==> config.mk <==
export PLATFORM = sky130hd
export DESIGN_NAME = register_serial_loader
export DESIGN_NICKNAME = d
export VERILOG_FILES = /design/src/rtl/register_ctrl_pkg.sv /design/src/rtl/loader_bit_counter.sv /design/src/rtl/register_serial_loader.sv
export SDC_FILE = /design/constraint.sdc
export NUM_CORES = 1
export LEC_CHECK = 0
export ABC_AREA = 1
export BUFFER_PORTS_ARGS = -buffer_cell sky130_fd_sc_hd__buf_2
export CAP_MARGIN = 0
export CORE_AREA = 2 2 39 41
export DETAILED_ROUTE_END_ITERATION = 7
export DIE_AREA = 0 0 41 43
export HOLD_SLACK_MARGIN = 0.12
export PLACE_DENSITY = 0.78
export SLEW_MARGIN = 20
export SYNTH_ARGS = -nofsm -noshare
export SYNTH_HDL_FRONTEND = slang
export SYNTH_SLANG_ARGS = --single-unit
==> constraint.sdc <==
create_clock -name clk -period 2.5 [get_ports clk]
set_input_delay 0.5 -clock clk [delete_from_list [all_inputs] [get_ports clk]]
set_output_delay 0.5 -clock clk [all_outputs]
set_load 0.01 [all_outputs]
==> src/rtl/register_ctrl_pkg.sv <==
// Ctrl codes shared between the register, its serial loader and benches,
// plus the loader state encoding.
package register_ctrl_pkg;

  localparam logic [2:0] CTRL_NONE                = 3'd0;
  localparam logic [2:0] CTRL_CLR                 = 3'd1;
  localparam logic [2:0] CTRL_PARALLEL_LOAD       = 3'd2;
  localparam logic [2:0] CTRL_SERIAL_MSB_LOAD     = 3'd3;
  localparam logic [2:0] CTRL_SERIAL_LSB_LOAD     = 3'd4;
  localparam logic [2:0] CTRL_SHIFT_LOGICAL_LEFT  = 3'd5;
  localparam logic [2:0] CTRL_SHIFT_LOGICAL_RIGHT = 3'd6;

  typedef enum logic [2:0] {
    S_IDLE    = 3'd0,
    S_CLEAR   = 3'd1,
    S_RECEIVE = 3'd2,
    S_PARITY  = 3'd3,
    S_DONE    = 3'd4
  } loader_state_t;

endpackage

==> src/rtl/loader_bit_counter.sv <==
// Counts accepted data bits; terminal flags the WIDTH-th bit (count == WIDTH-1).
module loader_bit_counter #(
  parameter int WIDTH = 8
) (
  input  logic clk,
  input  logic async_nreset,
  input  logic clear,
  input  logic increment,
  output logic terminal
);

  localparam int CW = $clog2(WIDTH + 1);

  logic [CW-1:0] count_reg;

  always_ff @(posedge clk or negedge async_nreset) begin
    if (!async_nreset) begin
      count_reg <= '0;
    end else if (clear) begin
      count_reg <= '0;
    end else if (increment) begin
      count_reg <= count_reg + 1'b1;
    end
  end

  assign terminal = (count_reg == CW'(WIDTH - 1));

endmodule

==> src/rtl/register_serial_loader.sv <==
// Serial-bit to word loader driving an external register's ctrl/serial input.
// Define REGISTER_SERIAL_LOADER_PARITY_EN to add an even-parity bit and parity_error.
module register_serial_loader
  import register_ctrl_pkg::*;
#(
  parameter int WIDTH     = 8,
  parameter bit MSB_FIRST = 1'b1
) (
  input  logic             clk,
  input  logic             async_nreset,
  input  logic             start,
  input  logic             abort,
  input  logic             bit_valid,
  input  logic             bit_in,
  output logic             bit_ready,
  output logic [2:0]       reg_ctrl,
  output logic             reg_serial_data_input,
  input  logic [WIDTH-1:0] reg_data_output,
  output logic             word_valid,
  output logic [WIDTH-1:0] word_data,
  input  logic             word_ready,
`ifdef REGISTER_SERIAL_LOADER_PARITY_EN
  output logic             parity_error,
`endif
  output logic             busy
);

  localparam logic [2:0] LOAD_CODE = MSB_FIRST ? CTRL_SERIAL_LSB_LOAD : CTRL_SERIAL_MSB_LOAD;

  loader_state_t state_reg, state_next;
  logic          cnt_clear, cnt_inc, cnt_terminal;

  loader_bit_counter #(.WIDTH(WIDTH)) u_bit_counter (
    .clk          (clk),
    .async_nreset (async_nreset),
    .clear        (cnt_clear),
    .increment    (cnt_inc),
    .terminal     (cnt_terminal)
  );

  always_ff @(posedge clk or negedge async_nreset) begin
    if (!async_nreset) state_reg <= S_IDLE;
    else               state_reg <= state_next;
  end

  always_comb begin
    state_next            = state_reg;
    reg_ctrl              = CTRL_NONE;
    reg_serial_data_input = 1'b0;
    bit_ready             = 1'b0;
    word_valid            = 1'b0;
    cnt_clear             = 1'b0;
    cnt_inc               = 1'b0;
    case (state_reg)
      S_IDLE: begin
        if (start) state_next = S_CLEAR;
      end
      S_CLEAR: begin
        reg_ctrl   = CTRL_CLR;
        cnt_clear  = 1'b1;
        state_next = S_RECEIVE;
      end
      S_RECEIVE: begin
        bit_ready = 1'b1;
        if (bit_valid) begin
          reg_ctrl              = LOAD_CODE;
          reg_serial_data_input = bit_in;
          cnt_inc               = 1'b1;
          if (cnt_terminal) begin
            // Clearing on the last bit keeps the count within 0..WIDTH-1.
            cnt_clear = 1'b1;
`ifdef REGISTER_SERIAL_LOADER_PARITY_EN
            state_next = S_PARITY;
`else
            state_next = S_DONE;
`endif
          end
        end
      end
`ifdef REGISTER_SERIAL_LOADER_PARITY_EN
      S_PARITY: begin
        bit_ready = 1'b1;
        if (bit_valid) state_next = S_DONE;
      end
`endif
      S_DONE: begin
        word_valid = 1'b1;
        if (word_ready) state_next = S_IDLE;
      end
      default: state_next = S_IDLE;
    endcase

    // Abort overrides any handshake so neither side sees a transfer.
    if (abort) begin
      state_next            = S_IDLE;
      reg_ctrl              = CTRL_CLR;
      reg_serial_data_input = 1'b0;
      bit_ready             = 1'b0;
      word_valid            = 1'b0;
      cnt_clear             = 1'b1;
      cnt_inc               = 1'b0;
    end
    if (!async_nreset) reg_ctrl = CTRL_NONE;
  end

`ifdef REGISTER_SERIAL_LOADER_PARITY_EN
  logic parity_acc_reg;

  always_ff @(posedge clk or negedge async_nreset) begin
    if (!async_nreset) begin
      parity_acc_reg <= 1'b0;
    end else if (abort || state_reg == S_CLEAR) begin
      parity_acc_reg <= 1'b0;
    end else if ((state_reg == S_RECEIVE || state_reg == S_PARITY) && bit_valid) begin
      parity_acc_reg <= parity_acc_reg ^ bit_in;
    end
  end

  assign parity_error = word_valid & parity_acc_reg;
`endif

  assign word_data = reg_data_output;
  assign busy      = (state_reg != S_IDLE);

endmodule
==> run metrics <==
unique cell type count in the Yosys netlist 21; num rows 14; initial core utilization 0.3996; logic gate share of total power 0.404; crit share post-route 0.8107; Worst-Skew Late Latency 0.24 ns; Synth Register Bits 7; vias in the first global route 440; final clock skew 0.002164 ns; setup ws final 0.4732 ns; PortBufs 12; fin nets 101; Antenna Nets Post-Route 0; Flop pwr share 0.380; I/O pin cnt 30; Startpoint Class input port; post-synth top area share 0.3167; asr flop ratio synth 1.000; Critical Path RT 2.00 ns; first-pass GRT wire length 1738 um; Tot Pwr 0.4507 mW; post-synth top area cell dfrtp_1; top_reg_cell synth dfrtp_1; status completed; # setup viols final 0; final std cell area, no fill 601.8 um^2; max reg flops 4; leak pwr 0.3358 nW; CP endpoint kind output port; sw power 0.1877 mW; pwr dens 749.0 nW/um^2; Placed Area 565.5 um^2; Post-synth top cells nor2_1, nand2_1, buf_4; DRT Pass-1 Iters 4; switching share of power 0.4164; TritonCTS clock tree done; crit path DAT 1.53 ns; GRT Util Overall 0.1433; Synthesized Nets 92; critical path type in2out; Max Cap Viol 0; largest net degree at the start of global routing 9; Die Ht 43 um; DRC viols 0; Synth Area per Inst 7.277 um^2; CP max FO 8; Via density 4.710; min Tclk post-route 2.027 ns; full die area 1763 um^2; CTS sink count 7; Fin Setup TNS 0 ns; postcts setup bufs 0; initial drt markers 7; n_diodes 0; fmax 493.4 MHz; initial antenna violation count 0; Post-synth EDFFs 0; dpl ws 0.8633 ns; CORE AREA 1384 um^2; cell area after synthesis 553.0 um^2; WHS 0.5302 ns; Clock Power Share 0.216; DR vias 471; Clock Root Buffer clkbuf_4; yosys warns 0; unrepaired setup endpoints after global routing no; HPWL Detailed 788.9 um; htree depth 1; final wirelength 966 um; CTS resizes 0; layout cells sized above 1 0.3214; VDD IR max 0.3923 mV; Area contributors post-synth dfrtp_1, buf_4, nor2_1; sequential share of the synthesized area 0.3167; Hold Crit Class in2reg; Layout area overhead 8.824%; GP Congestion 0.8039; Post-Syn Instances 76; gr ovfl total 0; Power Internal 0.2631 mW; Max clock buf depth 2; clock-pin slew on the worst setup and hold paths 0.05 ns; most common cell in the netlist nor2_1; Max Slew Vio Count 0; WL/cell 9.660 um; chip width 41 um; CTS Buf Count 3; Final Hold Viols 0
cells by family (layout without fill, tap and decap cells):
group / Yosys count / in the layout / share of synthesized area
AND/OR/NAND/NOR: 41 / 41 / 0.3846
buffers and inverters: 21 / 29 / 0.2036
flip-flops: 7 / 7 / 0.3167
AO/OA/AOI/OAI: 4 / 4 / 0.04976
XOR/XNOR: 1 / 1 / 0.01584
other: 1 / 1 / 0.006781
adder cells (fa/ha/maj): 1 / 1 / 0.02262
layout make-up:
| type | instances | area [um^2] |
|---|---|---|
| fill | 155 | 782.0 |
| multi-input combinational | 48 | 265.3 |
| sequential | 7 | 175.2 |
| timing repair buffer | 13 | 70.07 |
| inverter | 12 | 45.04 |
| clock buffer | 4 | 26.28 |
| tap | 16 | 20.02 |
worst paths after layout:
path	from	endpoint	slack, ns	depth (start not counted)
min in group asynchronous	async_nreset	u_bit_counter.count_reg[0]	0.62	2
max reg2reg	u_bit_counter.count_reg[0]	u_bit_counter.count_reg[3]	1.24	6
max	async_nreset	reg_ctrl[0]	0.47	5
min reg2reg	u_bit_counter.count_reg[3]	u_bit_counter.count_reg[3]	0.59	2
max in group asynchronous	async_nreset	u_bit_counter.count_reg[3]	1.73	2
min	abort	state_reg[1]	0.53	2
per-layer routing:
metal / global-route usage / wire length (um) / vias up
met3: 0.02094 / 37 / 0
met2: 0.2125 / 502 / 6
met4: 0.08667 / 0 / 0
met1: 0.1873 / 426 / 217
li1: - / - / 248
met5: 0 / 0 / -
critical path, cell delays in order:
cell	delay, ns
dlygate4sd3_1	0.52
buf_2	0.19
inv_1	0.08
nor2_1	0.10
buf_2	0.13
power by group through the flow:
| stage | registers (mW) | logic (mW) | clock network (mW) |
|---|---|---|---|
| after global routing | 0.175 | 0.207 | 0.111 |
| final | 0.171 | 0.182 | 0.0975 |
| after global placement | 0.171 | 0.181 | 0 |
| after floorplan | 0.166 | 0.149 | 0 |
| after CTS | 0.171 | 0.184 | 0.105 |
| after detailed placement | 0.172 | 0.181 | 0 |
cell usage in the layout, fill, tap and decap left out:
cell / count
nor2_1: 12
buf_2: 12
nand2_1: 11
inv_1: 8
nand3_1: 8
dfrtp_1: 7
inv_2: 4
nand4_1: 3
clkbuf_4: 3
nand2_2: 2
nand3_2: 1
nor2_4: 1
nand4_4: 1
nor4_1: 1
nor2_2: 1
o21ai_2: 1
a21oi_2: 1
xor2_1: 1
o21ai_0: 1
o21ai_1: 1
ha_1: 1
conb_1: 1
clkbuf_1: 1
dlygate4sd3_1: 1
timing repair:
item	CTS	global route
hold buffers	1	0
endpoints found under the setup margin	0	0
hold endpoints to repair	7	0
per-stage QoR:
| stage | util | std cells |
|---|---|---|
| CTS | 0.4349 | 100 |
| floorplan | - | 76 |
| global placement | 0.4087 | 95 |
| finish | 0.4349 | 100 |
| detailed placement | 0.4087 | 95 |
| global route | 0.4349 | 100 |
No activity file was read; power rests on OpenSTA's default activity.
